### config.mk
export PLATFORM = sky130hd
export DESIGN_NAME = issue_scheduler
export DESIGN_NICKNAME = d
export VERILOG_FILES = /design/src/rtl/issue_scheduler_pkg.sv /design/src/rtl/issue_scheduler_reg_scoreboard.sv /design/src/rtl/issue_scheduler.sv
export SDC_FILE = /design/constraint.sdc
export NUM_CORES = 1
export LEC_CHECK = 0
export CORE_MARGIN = 2
export CORE_UTILIZATION = 29
export DETAILED_ROUTE_END_ITERATION = 8
export PLACE_DENSITY = 0.57
export SLEW_MARGIN = 20
export SYNTH_ARGS = -nofsm -noshare
export SYNTH_HDL_FRONTEND = slang
export SYNTH_SLANG_ARGS = --single-unit
export TNS_END_PERCENT = 10
### constraint.sdc
create_clock -name clk -period 9.6 [get_ports clk]
set_input_delay 1.92 -clock clk [delete_from_list [all_inputs] [get_ports clk]]
set_output_delay 1.92 -clock clk [all_outputs]
set_load 0.01 [all_outputs]
### src/rtl/issue_scheduler_pkg.sv
// Shared types and sizing for the issue scheduler and its register scoreboard.
package issue_scheduler_pkg;

  localparam int IQ_DEPTH   = 8;
  localparam int WB_PORTS   = 2;
  localparam int REG_ADDR_W = 5;
  localparam int REG_NUM    = 32;

  typedef struct packed {
    logic [31:0]           pc;
    logic [5:0]            op;
    logic                  num1_need;
    logic [REG_ADDR_W-1:0] num1_addr;
    logic                  num2_need;
    logic [REG_ADDR_W-1:0] num2_addr;
    logic                  write_reg_need;
    logic [REG_ADDR_W-1:0] write_reg_addr;
  } ISSUE_QUEUE_ELEMENT;

endpackage

### src/rtl/issue_scheduler_reg_scoreboard.sv
// Busy-register scoreboard: one set port, NUM_WB clear ports, set beats clear, r0 never busy.
// Lookups are combinational from the registered vector, so a clear is visible one cycle later.
module reg_scoreboard
  import issue_scheduler_pkg::*;
#(
  parameter int NUM_WB = WB_PORTS
) (
  input  logic                         clk,
  input  logic                         rst,
  input  logic                         set_valid,
  input  logic [REG_ADDR_W-1:0]        set_addr,
  input  logic [NUM_WB-1:0]            clr_valid,
  input  logic [NUM_WB*REG_ADDR_W-1:0] clr_addr,
  input  logic [REG_ADDR_W-1:0]        look_addr0,
  input  logic [REG_ADDR_W-1:0]        look_addr1,
  input  logic [REG_ADDR_W-1:0]        look_addr2,
  output logic [2:0]                   is_busy,
  output logic [REG_NUM-1:0]           busy_vec
);

  logic [REG_NUM-1:0] busy_nxt;

  always_comb begin
    busy_nxt = busy_vec;
    for (int k = 0; k < NUM_WB; k++) begin
      if (clr_valid[k]) busy_nxt[clr_addr[k*REG_ADDR_W +: REG_ADDR_W]] = 1'b0;
    end
    // Applied after the clears so an issuing producer keeps its bit.
    if (set_valid) busy_nxt[set_addr] = 1'b1;
    busy_nxt[0] = 1'b0;
  end

  always_ff @(posedge clk or posedge rst) begin
    if (rst) busy_vec <= '0;
    else     busy_vec <= busy_nxt;
  end

  assign is_busy = {busy_vec[look_addr2], busy_vec[look_addr1], busy_vec[look_addr0]};

endmodule

### src/rtl/issue_scheduler.sv
// In-order issue FIFO: releases the head only when its sources/destination are not busy.
// Flush empties the queue next cycle but leaves the scoreboard intact for older producers.
module issue_scheduler
  import issue_scheduler_pkg::*;
#(
  parameter int DEPTH  = IQ_DEPTH,
  parameter int NUM_WB = WB_PORTS
) (
  input  logic                         clk,
  input  logic                         rst,
  input  logic                         flush,
  input  logic                         enq_valid,
  output logic                         enq_ready,
  input  ISSUE_QUEUE_ELEMENT           enq_elem,
  output logic                         iss_valid,
  input  logic                         iss_ready,
  output ISSUE_QUEUE_ELEMENT           iss_elem,
  input  logic [NUM_WB-1:0]            wb_valid,
  input  logic [NUM_WB*REG_ADDR_W-1:0] wb_addr,
  output logic [REG_NUM-1:0]           busy_vec,
  output logic [$clog2(DEPTH):0]       count,
  output logic [31:0]                  stall_cnt
);

  localparam int AW = $clog2(DEPTH);
  localparam int PW = AW + 1;

  ISSUE_QUEUE_ELEMENT mem [DEPTH];
  logic [PW-1:0] wptr, rptr;
  logic          full, empty, enq_fire, iss_fire;
  logic          raw1, raw2, waw, hazard, set_valid;
  logic [2:0]    is_busy;

  assign full      = (count == PW'(DEPTH));
  assign empty     = (count == '0);
  assign enq_ready = !full && !flush;
  assign enq_fire  = enq_valid && enq_ready;

  assign iss_elem  = mem[rptr[AW-1:0]];
  assign raw1      = iss_elem.num1_need      && (iss_elem.num1_addr      != '0) && is_busy[0];
  assign raw2      = iss_elem.num2_need      && (iss_elem.num2_addr      != '0) && is_busy[1];
  assign waw       = iss_elem.write_reg_need && (iss_elem.write_reg_addr != '0) && is_busy[2];
  assign hazard    = raw1 || raw2 || waw;
  assign iss_valid = !empty && !flush && !hazard;
  assign iss_fire  = iss_valid && iss_ready;
  assign set_valid = iss_fire && iss_elem.write_reg_need && (iss_elem.write_reg_addr != '0);

  always_ff @(posedge clk or posedge rst) begin
    if (rst) begin
      wptr      <= '0;
      rptr      <= '0;
      count     <= '0;
      stall_cnt <= '0;
    end else begin
      if (flush) begin
        wptr  <= '0;
        rptr  <= '0;
        count <= '0;
      end else begin
        if (enq_fire) wptr <= wptr + 1'b1;
        if (iss_fire) rptr <= rptr + 1'b1;
        count <= count + {{(PW-1){1'b0}}, enq_fire} - {{(PW-1){1'b0}}, iss_fire};
      end
      if (!empty && !flush && hazard && (stall_cnt != 32'hFFFF_FFFF))
        stall_cnt <= stall_cnt + 32'd1;
    end
  end

  // Storage carries no reset; the head is only meaningful while iss_valid is high.
  always_ff @(posedge clk) begin
    if (enq_fire) mem[wptr[AW-1:0]] <= enq_elem;
  end

  reg_scoreboard #(.NUM_WB(NUM_WB)) u_scoreboard (
    .clk        (clk),
    .rst        (rst),
    .set_valid  (set_valid),
    .set_addr   (iss_elem.write_reg_addr),
    .clr_valid  (wb_valid),
    .clr_addr   (wb_addr),
    .look_addr0 (iss_elem.num1_addr),
    .look_addr1 (iss_elem.num2_addr),
    .look_addr2 (iss_elem.write_reg_addr),
    .is_busy    (is_busy),
    .busy_vec   (busy_vec)
  );

endmodule

Yosys cells after proc, flatten, opt, wreduce, memory -nomap -nowiden --
Memory sizes are Yosys's and may differ from the RTL's. Index checks and enable logic that the tools add are counted.
Storage, ports and cells: output and inout bits 126, word-level logic and storage cells 78, bits in registers 75, bits of input ports 73, latch bits 0, bits in writable memories 448, memories 1, memory bits (read-only) 0
Operators by class: equal/unequal tests 2, shift operators 0, bitwise operators 5, magnitude comparators 8, add/subtract/negate cells 5, div/mod/pow operators 0, multiplexer cells 22, reduce and logical (&&, ||, !) cells 30, multiply operators 0
Memories:
- mem | depth 8, width 56, rd ports 1, clocked after Yosys merged registers in 0, wr ports 1, line issue_scheduler.sv:28 | ISSUE_QUEUE_ELEMENT mem [DEPTH];
Operators with widths (number):
- $mux 32 | 3
- $and 32x32->32 | 2
- $not 32->32 | 2
- $add 32x1->32 const B | 1
- $ne 32x32->1 const B | 1
- $or 32x32->32 | 1
- $lt 5x6->1 const B | 5
- $mux 4 | 5
- $logic_and 1x1->1 | 18
- $bmux 1 s5 | 3
- $demux 1 s5 | 3
- $ge 5x1->1 const B | 3
- $reduce_bool 5->1 | 3
- $add 4x1->4 const B | 2
- $mux 1 | 8
- $add 4x1->4 | 1
- $eq 4x4->1 const B | 1
- $logic_not 1->1 | 4
- $logic_not 4->1 | 1
- $reduce_bool 2->1 | 2
- $sub 4x1->4 | 1
- $logic_or 1x1->1 | 2

Logic depth before layout (Yosys ltp) --
Gate-level depths: netlist (run 1). An unclocked memory read counts as a cell.
depth in word-level cells 12, depth in mapped cells 22, mapped depth without buffers 17

By module --
Synthesis (run 1) repeated with hierarchy kept, for this count alone.
Second synthesis, totals: cells, all modules 1169, area, all modules 21743.4 µm²
By module, submodules not included:
- issue_scheduler | area an instance 19145.9 µm², times used 1, sequential area each 14503.9 µm², cells an instance 889
- reg_scoreboard | area an instance 2597.5 µm², times used 1, sequential area each 775.7 µm², cells an instance 280

Worst setup path after synthesis (run 1) --
OpenSTA, ideal clock, no wires.
path kind input -> register, start input flush, end memory mem[0][0] (netlist name), enable pin, setup slack 2.594 ns, library setup time 0.539 ns, stages 5, arrival time 6.467 ns, path through a21oi_1 and2_1 clkbuf_1 nand2b_1 nor3_1
On the way: cells in the longest elaborated chain, start to end 5
Ends and longest elaborated chain:
- start: declaration | line issue_scheduler.sv:11 | input logic flush,
- $logic_not 1->1 | line issue_scheduler.sv:36 | assign enq_ready = !full && !flush;
- $logic_and 1x1->1 | line issue_scheduler.sv:36
- $logic_and 1x1->1 | line issue_scheduler.sv:37 | assign enq_fire = enq_valid && enq_ready;
- $mux 1 | line issue_scheduler.sv:71 | if (enq_fire) mem[wptr[AW-1:0]] <= enq_elem;
- $mux 1 (implied by the code) | line issue_scheduler.sv:71
- end: declaration | line issue_scheduler.sv:28
Every way passes these cells.

Worst setup path in the final report (run 1) --
start register rptr[0], end output iss_valid
On the way: cells in the longest elaborated chain, start to end 8, elaborated cells on any way between the ends 20, classes of those cells 6 x mux; 13 x reduce/logical; 1 x memory
Ends and longest elaborated chain:
- start: declaration | line issue_scheduler.sv:29 | logic [PW-1:0] wptr, rptr;
- start signal: assignment | line issue_scheduler.sv:61 | if (iss_fire) rptr <= rptr + 1'b1;
- $mem_v2 8x56 *
- $bmux 1 s5, or another cell as far along | line issue_scheduler_reg_scoreboard.sv:38 | assign is_busy = {busy_vec[look_addr2], busy_vec[look_addr1], busy_vec[look_addr0]};
- $mux 1 (implied by the code), or another cell as far along | line issue_scheduler_reg_scoreboard.sv:38
- $logic_and 1x1->1 (on tied branches) | line issue_scheduler.sv:40, issue_scheduler.sv:41
- $logic_or 1x1->1 | line issue_scheduler.sv:43 | assign hazard = raw1 || raw2 || waw;
- $logic_or 1x1->1 * | line issue_scheduler.sv:43
- $logic_not 1->1 * | line issue_scheduler.sv:44 | assign iss_valid = !empty && !flush && !hazard;
- $logic_and 1x1->1 * | line issue_scheduler.sv:44
- end: declaration | line issue_scheduler.sv:15 | output logic iss_valid,
Mark *: on every way between the ends. The rest lies on a longest branch, timed or not. The select of a mux whose other input is x is not followed.

==> flow_metrics.py, run 1 <==
metrics = {
    "global_routing": {
        "grt_pass1_vias": 13074,
        "grt_pass1_wl_um": 83260,
        "grt_util_all_layers_pct": 14.11,
        "antenna_found_initial": 8,
        "gr-total-overflow": 0,
        "grt_max_degree": 74,
    },
    "synth": {
        "ys.warnings.count": 0,
        "synth_top_family_by_area": "multiplexers",
        "synth-adder-area-share_pct": 0.6004,
        "synth_area_leader_cell": "edfxtp_1",
        "avgSynthCellArea_um2": 17.45,
        "synthTopCellsByArea": "edfxtp_1, mux4_2, dfrtp_1",
        "syn_inst": 1266,
        "muxShareOfSynthArea_pct": 16.55,
        "synth_compound_area_share_pct": 4.203,
        "synth_enable_flop_cells": 448,
        "yosysUniqueCellTypes": 66,
        "syn-num-nets": 1349,
        "netlist_area_um2": 22090,
        "yosys.area_share.simple_pct": 6.033,
        "synth_largest_type_area_fraction_pct": 60.90,
        "ys_seq_area_share_pct": 69.17,
        "synth_flop_cell": "edfxtp_1",
        "async_flop_share_pct": 14.01,
        "synth_xor_area_share_pct": 1.427,
        "synth-seq-cells": 521,
    },
    "clock_tree": {
        "post_cts_buffers": 0,
        "clockBufferDepth": 3,
        "postCtsResizedCells": 0,
        "clock-sinks": 521,
        "ctsHoldBuffers": 0,
        "cts_tree": "done",
        "clk_pin_slew_worst_paths_ns": 0.06,
        "worstSkewPairLatency_ns": 0.64,
        "htreeDepth": 2,
        "cts_buffers": 57,
        "clockRootBuffer": "clkbuf_16",
    },
    "sta": {
        "tightest_slew_ns": 1.061,
        "fin_crit_sh_pct": 72.94,
        "fin_hold_ws_ns": 0.4841,
        "finalHoldViolations": 0,
        "setup_viol": 0,
        "tns_ns": 0,
        "maxSlewHeadroom_pct": 29.26,
        "post-route-min-period_ns": 7.002,
        "final_max_slew_viol_count": 0,
        "fin_skew_ns": 0.04615,
        "max_freq_ghz": 0.1428,
        "rsz0062_at_grt": "no",
    },
    "worst_setup_path": {
        "cp_max_fo": 57,
        "cp_slowest_cell": "dfrtp_4",
        "reg2reg_setup_slack_ns": 4.21,
        "critPathMaxStageDelay_ns": 0.96,
        "crit_chain": "buf_4, mux4_2, mux2_2, mux2i_1, o211ai_1, a311o_1, nand4b_1, nand4_1, inv_1, clkdlybuf4s50_1",
        "startpoint_type": "flop",
        "cp.required_ns": 7.68,
        "crit_path_end_kind": "output pin",
        "critPathArrivalTime_ns": 5.08,
        "ff2ff_path_depth": 12,
        "critical_path_class": "reg -> out",
    },
    "min_path": {
        "holdPathStages": 1,
        "min_path_type": "reg -> reg",
    },
    "power": {
        "vdd_drop_max_mv": 0.1652,
        "cellPowerDensity_nw_per_um2": 215.9,
        "p_leak_nw": 8.741,
        "power_mw": 5.829,
    },
    "routing": {
        "dr.first_iter.drc_count": 948,
        "routed_wirelength_um": 55880,
        "num_vias": 12489,
        "wl_per_cell_um": 22.34,
        "via_per_inst": 4.994,
        "drc_errors": 0,
        "detail-route-antenna-nets": 0,
        "first_pass_iters": 6,
    },
    "placement": {
        "port_buffers": 197,
        "place_area_um2": 25130,
        "dp_hpwl_um": 34550,
        "place_congestion": 0.9131,
    },
    "cells_and_area": {
        "layout.nets": 1561,
        "drive_gt1_share_pct": 19.70,
        "syn_to_final_growth_pct": 22.25,
        "layout_common_cells": "edfxtp_1, clkdlybuf4s50_1, mux4_2",
        "n_antenna_cell": 0,
        "final_area_um2": 27000,
        "final_common_cell": "edfxtp_1",
    },
    "floorplanning": {
        "die_x_um": 280.0,
        "die-area_um2": 78390,
        "rows": 101,
        "initial_core_util_pct": 29.18,
        "ioPinCount": 199,
        "core_um2": 75700,
        "die_h_um": 280.0,
    },
    "status": {
        "status": "finished clean",
    },
    "job": {
        "drv_cap": 0,
    },
}
[cell families after synthesis]
group           Yosys count
flops                   521
simple gates            259
mux                     225
compound gates          127
buf+inv                  87
xor+xnor                 36
fa+ha+maj                10
other cells               1
[cell usage after synthesis (7+ instances only)]
library cell,count
and3_1,20
nor3_1,9
mux2_2,66
buf_4,8
buf_2,11
nand3_1,43
clkbuf_1,23
mux2i_1,52
buf_6,8
nand2b_1,9
a21oi_1,9
dfrtp_1,73
and3b_1,8
buf_1,9
nor2_1,29
mux4_2,103
nor2b_1,7
ha_1,9
nand4_1,23
a22oi_1,35
edfxtp_1,448
nor3b_1,10
nand2_1,83
o31ai_1,16
o21ai_0,19
xnor2_1,30
inv_1,24
[worst paths after layout]
| check | start | end |
|---|---|---|
| setup reg to reg | rptr[0] | stall_cnt[19] |
| hold / removal | stall_cnt[10] | stall_cnt[10] |
| setup / recovery | rptr[0] | iss_valid |
| max in group asynchronous | rst | rptr[1] |
| hold reg to reg | stall_cnt[10] | stall_cnt[10] |
| min in group asynchronous | rst | u_scoreboard.busy_vec[18] |
[metrics by stage]
stage,utilization (%),setup WS [ns],cells
after floorplan,-,2.594,1266
after global placement,33.20,3.219,2397
after detailed placement,33.20,3.155,2397
after CTS,35.67,2.487,2501
after global routing,35.67,2.243,2501
final,35.67,2.598,2501
[flip-flops by register name, summed over array words and instances (netlist names)]
register,cells
wptr,3
rptr,3
count,4
stall_cnt,32
mem,448
u_scoreboard.busy_vec,31
[layer usage]
metal  track usage (%)  vias to the layer above  wire [µm]
met5                 0                        -        109
met4             3.853                       16       1334
met3             3.497                      120       3965
met2             22.75                      459      26070
met1             18.96                     6378      24400
li1                  -                     5516          -
[area by class of cell]
cell class	instances	area, µm²
Fill cell	7060	48690
Timing Repair Buffer	213	2096
Clock inverter	37	356.6
Tap cell	978	1224
Sequential cell	521	15290
Inverter	27	101.3
Clock buffer	67	1506
Multi-Input combinational cell	658	6429
[critical path: cells and delay by family (launching register included)]
kind	cells	cell delay, ns
buffers and inverters	3	1.43
multiplexers	3	1.23
flip-flops	1	0.96
AO/OA/AOI/OAI	2	0.48
AND/OR/NAND/NOR	2	0.30
[report_power, final]
group | internal (mW) | leakage [nW] | total (mW) | switching (mW)
Sequential | 2.57 | 5.04 | 2.68 | 0.108
Combinational | 0.489 | 2.79 | 1.01 | 0.525
Clock | 1.22 | 0.914 | 2.14 | 0.921
Power figures use the tool's default switching activity.
==> run 2, diff against run 1 <==
==> constraint.sdc (replaced) <==
create_clock -name clk -period 6.8 [get_ports clk]
set_input_delay 1.36 -clock clk [delete_from_list [all_inputs] [get_ports clk]]
set_output_delay 1.36 -clock clk [all_outputs]
set_load 0.01 [all_outputs]
==> run 2 against run 1 <==
- core utilization increased by 0.13 points
- via count increased by 1.1%
- hold slack improved by 0.0083 ns
- design area increased by 0.36%
- critical path type unchanged
- flip-flop and latch count unchanged
- non-clock buffer count increased by 6
- worst setup slack got worse by 2.0 ns
==> flow_metrics.py, run 2 (synthesis gave the netlist of run 1 again) <==
metrics = {
    "floorplanning": {
        "core_um2": 75700,
        "rows": 101,
        "die_x_um": 280.0,
        "die-area_um2": 78390,
        "initial_core_util_pct": 29.18,
        "ioPinCount": 199,
        "die_h_um": 280.0,
    },
    "worst_setup_path": {
        "crit_path_end_kind": "output pin",
        "startpoint_type": "flop",
        "critPathArrivalTime_ns": 4.80,
        "cp_max_fo": 53,
        "critical_path_class": "reg -> out",
        "cp.required_ns": 5.44,
    },
    "sta": {
        "finalHoldViolations": 0,
        "fin_skew_ns": 0.03707,
        "rsz0062_at_grt": "no",
        "setup_viol": 0,
        "setup_slack_ns": 0.6385,
        "tns_ns": 0,
        "post-route-min-period_ns": 6.161,
        "tightest_slew_ns": 1.095,
        "fin_hold_ws_ns": 0.4925,
        "final_max_slew_viol_count": 0,
        "maxSlewHeadroom_pct": 26.83,
        "fin_crit_sh_pct": 90.61,
        "max_freq_ghz": 0.1623,
    },
    "power": {
        "cellPowerDensity_nw_per_um2": 307.1,
        "p_leak_nw": 8.776,
        "vdd_drop_max_mv": 0.2916,
    },
    "cells_and_area": {
        "final_area_um2": 27100,
        "layout.nets": 1566,
        "largest_reg_flops": 448,
        "final_common_cell": "edfxtp_1",
        "fill_cells": 7074,
        "layout_common_cells": "edfxtp_1, clkdlybuf4s50_1, mux4_2",
        "drive_gt1_share_pct": 19.70,
        "syn_to_final_growth_pct": 22.69,
    },
    "global_routing": {
        "antenna_found_initial": 5,
        "grt_util_all_layers_pct": 14.38,
        "gr-total-overflow": 0,
        "grt_pass1_wl_um": 84930,
        "grt_max_degree": 74,
        "grt_pass1_vias": 13100,
    },
    "routing": {
        "drc_errors": 0,
        "num_vias": 12627,
        "via_per_inst": 5.037,
        "first_pass_iters": 5,
        "dr.first_iter.drc_count": 1038,
        "wl_per_cell_um": 22.60,
        "routed_wirelength_um": 56670,
        "detail-route-antenna-nets": 0,
    },
    "clock_tree": {
        "post_cts_buffers": 0,
        "ctsHoldBuffers": 0,
        "htreeDepth": 2,
        "clk_pin_slew_worst_paths_ns": 0.06,
        "cts_buffers": 56,
        "worstSkewPairLatency_ns": 0.63,
        "clockBufferDepth": 3,
        "clockRootBuffer": "clkbuf_16",
        "cts_tree": "done",
        "postCtsResizedCells": 0,
        "clock-sinks": 521,
    },
    "status": {
        "status": "finished clean",
    },
    "placement": {
        "place_congestion": 0.9438,
        "port_buffers": 197,
        "dp_hpwl_um": 35330,
        "dpl_worst_slack_ns": 1.239,
        "place_area_um2": 25190,
    },
    "job": {
        "drv_cap": 0,
    },
    "min_path": {
        "min_path_type": "reg -> reg",
    },
}
run 2: area by class of cell:
type | instances | area [µm²] | share of cell area [%]
diodes | 1 | 2.502 | 0.009234
repair buffers | 219 | 2150 | 7.932
clock inverters | 37 | 444.2 | 1.639
clock buffers | 66 | 1460 | 5.388
inverters | 27 | 101.3 | 0.3740
multi-input cells | 658 | 6429 | 23.72
flip-flops and latches | 521 | 15290 | 56.42
well taps | 978 | 1224 | 4.515
run 2: layer usage:
| layer | global-route usage [%] | up-vias | routed length, µm |
|---|---|---|---|
| met2 | 22.93 | 495 | 26160 |
| met5 | 0 | - | 61 |
| met4 | 4.401 | 10 | 1568 |
| met3 | 3.839 | 126 | 4389 |
| met1 | 19.15 | 6481 | 24480 |
| li1 | - | 5515 | - |
run 2: worst max-delay path: stages (launching register included):
cell and delay, ns:
dfrtp_4 0.96, mux2_2 0.42, o22ai_1 0.20, a221o_1 0.52
mux4_2 0.60, a22oi_1 0.19, a31oi_1 0.15, a31oi_1 0.26
nand4_1 0.17, inv_1 0.13, clkdlybuf4s50_1 0.56
run 2: worst paths after layout:
check	to	slack [ns]	cells after the start	start
min reg2reg	stall_cnt[23]	0.49	1	stall_cnt[23]
max reg2reg	count[1]	1.92	14	rptr[2]
max in group asynchronous	rptr[0]	4.71	3	rst
min in group asynchronous	u_scoreboard.busy_vec[18]	1.39	3	rst
min	stall_cnt[23]	0.49	1	stall_cnt[23]
max	iss_valid	0.64	10	rptr[2]
run 2: power breakdown:
group / switching [mW] / internal (mW)
combinational: 0.740 / 0.692
clock: 1.26 / 1.84
sequential: 0.162 / 3.63
total: 2.16 / 6.16
run 2: stage by stage:
| step | instances | total power [mW] | util, % |
|---|---|---|---|
| 2_1_floorplan | 1266 | 4.651 | - |
| 3_3_place_gp | 2403 | 5.272 | 33.27 |
| 3_5_place_dp | 2403 | 5.295 | 33.27 |
| 4_1_cts | 2506 | 8.433 | 35.79 |
| 5_1_grt | 2506 | 8.672 | 35.80 |
| 6_report | 2507 | 8.321 | 35.80 |
==> run 3, diff against run 2 <==
--- a/config.mk
+++ b/config.mk
@@ -5,10 +5,12 @@
 export SDC_FILE = /design/constraint.sdc
 export NUM_CORES = 1
 export LEC_CHECK = 0
+export CELL_PAD_IN_SITES_DETAIL_PLACEMENT = 2
+export CELL_PAD_IN_SITES_GLOBAL_PLACEMENT = 2
 export CORE_MARGIN = 2
 export CORE_UTILIZATION = 29
 export DETAILED_ROUTE_END_ITERATION = 8
-export PLACE_DENSITY = 0.57
+export PLACE_DENSITY = 0.68
 export SLEW_MARGIN = 20
 export SYNTH_ARGS = -nofsm -noshare
 export SYNTH_HDL_FRONTEND = slang
==> run 3 against run 2 <==
- die area did not move
- critical path type unchanged
- wire length rose by 11%
- flip-flop and latch count did not move
- worst setup slack got worse by 0.12 ns
- largest power group unchanged
- sequential share of layout area fell by 0.19 points
==> flow_metrics.py, run 3 (synthesis gave the netlist of run 1 again) <==
metrics = {
    "status": {
        "status": "finished clean",
    },
    "floorplanning": {
        "initial_core_util_pct": 29.18,
        "rows": 101,
        "ioPinCount": 199,
        "core_um2": 75700,
        "die-area_um2": 78390,
        "die_h_um": 280.0,
        "die_x_um": 280.0,
    },
    "sta": {
        "tightest_slew_ns": 1.090,
        "fin_skew_ns": 0.05661,
        "fin_crit_sh_pct": 92.40,
        "rsz0062_at_grt": "no",
        "max_freq_ghz": 0.1592,
        "setup_viol": 0,
        "final_max_slew_viol_count": 0,
        "tns_ns": 0,
        "maxSlewHeadroom_pct": 27.16,
        "finalHoldViolations": 0,
        "fin_hold_ws_ns": 0.5003,
        "post-route-min-period_ns": 6.283,
    },
    "global_routing": {
        "antenna_found_initial": 7,
        "grt_pass1_vias": 13976,
        "grt_max_degree": 74,
        "grt_pass1_wl_um": 93050,
        "grt_util_all_layers_pct": 15.93,
        "gr-total-overflow": 0,
    },
    "worst_setup_path": {
        "timing.rr.start": "rptr[0]",
        "critical_path_class": "reg -> out",
        "ff2ff_path_depth": 16,
        "cp_max_fo": 42,
        "crit_chain": "buf_4, mux4_2, mux2i_1, inv_1, nor2_1, nand2_1, o211a_1, nand4_1, nand4_1, inv_1, clkdlybuf4s50_1",
        "critPathMaxStageDelay_ns": 0.90,
        "startpoint_type": "flop",
        "critPathBufInv": 4,
        "crit_path_end_kind": "output pin",
        "r2r_end": "count[2]",
        "cp_slowest_cell": "dfrtp_4",
        "cp.required_ns": 5.44,
        "cp_top_family": "buffers and inverters",
        "reg2reg_setup_slack_ns": 1.61,
        "critPathArrivalTime_ns": 4.92,
    },
    "min_path": {
        "holdPathStages": 1,
        "min_path_type": "reg -> reg",
        "holdPathEnd": "stall_cnt[19]",
        "hold_start": "stall_cnt[19]",
    },
    "clock_tree": {
        "clk_pin_slew_worst_paths_ns": 0.06,
        "worstSkewPairLatency_ns": 0.65,
        "ctsHoldBuffers": 0,
        "clock-sinks": 521,
        "cts_buffers": 58,
        "cts_tree": "done",
        "clockRootBuffer": "clkbuf_16",
        "postCtsResizedCells": 0,
        "clockBufferDepth": 3,
        "post_cts_buffers": 0,
        "htreeDepth": 2,
    },
    "placement": {
        "place_congestion": 0.8627,
        "place_area_um2": 25200,
        "dp_hpwl_um": 41170,
        "port_buffers": 197,
    },
    "cells_and_area": {
        "final_common_cell": "edfxtp_1",
        "seq_area_um2": 15290,
        "layout_common_cells": "edfxtp_1, clkdlybuf4s50_1, mux4_2",
        "syn_to_final_growth_pct": 23.10,
        "final_util_pct": 35.92,
        "final_area_um2": 27190,
        "drive_gt1_share_pct": 19.88,
        "fill_cells": 7393,
        "layout.nets": 1570,
        "n_antenna_cell": 0,
        "multi_input_area_um2": 6427,
        "largest_reg_flops": 448,
    },
    "routing": {
        "dr.first_iter.drc_count": 816,
        "wl_per_cell_um": 25.01,
        "drc_errors": 0,
        "first_pass_iters": 5,
        "detail-route-antenna-nets": 0,
        "routed_wirelength_um": 62710,
        "via_per_inst": 5.079,
        "num_vias": 12733,
    },
    "power": {
        "vdd_drop_max_mv": 0.2159,
        "power_mw": 8.490,
        "p_leak_nw": 8.837,
        "cellPowerDensity_nw_per_um2": 312.2,
    },
    "job": {
        "drv_cap": 0,
    },
}
[run 3: routing by layer]
metal	vias up	wire (µm)	share of wire, %	GRT usage [%]
met1	6733	27330	44	20.92
met3	105	3767	6.0	3.889
met2	358	30210	48	26.39
met5	-	92	0.15	0
li1	5523	-	-	-
met4	14	1314	2.1	4.114
[run 3: final cells by class]
| cell class | count | share of cell area (%) |
|---|---|---|
| Inverter | 27 | 0.3727 |
| Tap cell | 978 | 4.500 |
| Timing Repair Buffer | 221 | 7.974 |
| Sequential cell | 521 | 56.23 |
| Multi-Input combinational cell | 658 | 23.64 |
| Clock inverter | 32 | 1.661 |
| Clock buffer | 70 | 5.618 |
[run 3: how the worst max path moves through the flow]
stage	endpoint	startpoint	slack [ns]	cells after the start
after global placement	iss_valid	rptr[0]	1.10	11
final	iss_valid	rptr[2]	0.52	11
after CTS	iss_valid	rptr[0]	0.40	11
after detailed placement	iss_valid	rptr[0]	1.08	11
after global routing	iss_valid	rptr[0]	0.17	10
after floorplan	mem[0][0]	flush	0.35	5
[run 3: per-stage QoR]
stage / setup slack (ns) / instances
finish: 0.5171 / 2507
global route: 0.1720 / 2507
CTS: 0.3960 / 2507
detailed placement: 1.082 / 2405
global placement: 1.096 / 2405
floorplan: 0.3544 / 1266
[run 3: power by group]
group / switching [mW] / total (mW) / internal (mW)
clock network: 1.29 / 3.24 / 1.94
logic: 0.770 / 1.47 / 0.695
registers: 0.165 / 3.79 / 3.62
[run 3: worst register-to-register path: cells and delay by family, from the launching register on]
kind                       cells  cell delay, ns
adders and majority gates      3            0.86
and+or+nand+nor                6            1.57
DFF                            1            1.09
muxes                          1            0.68
xor gates and xnor gates       1            0.21
AOI/OAI and AO/OA              2            0.36
buffers and inverters          3            0.28
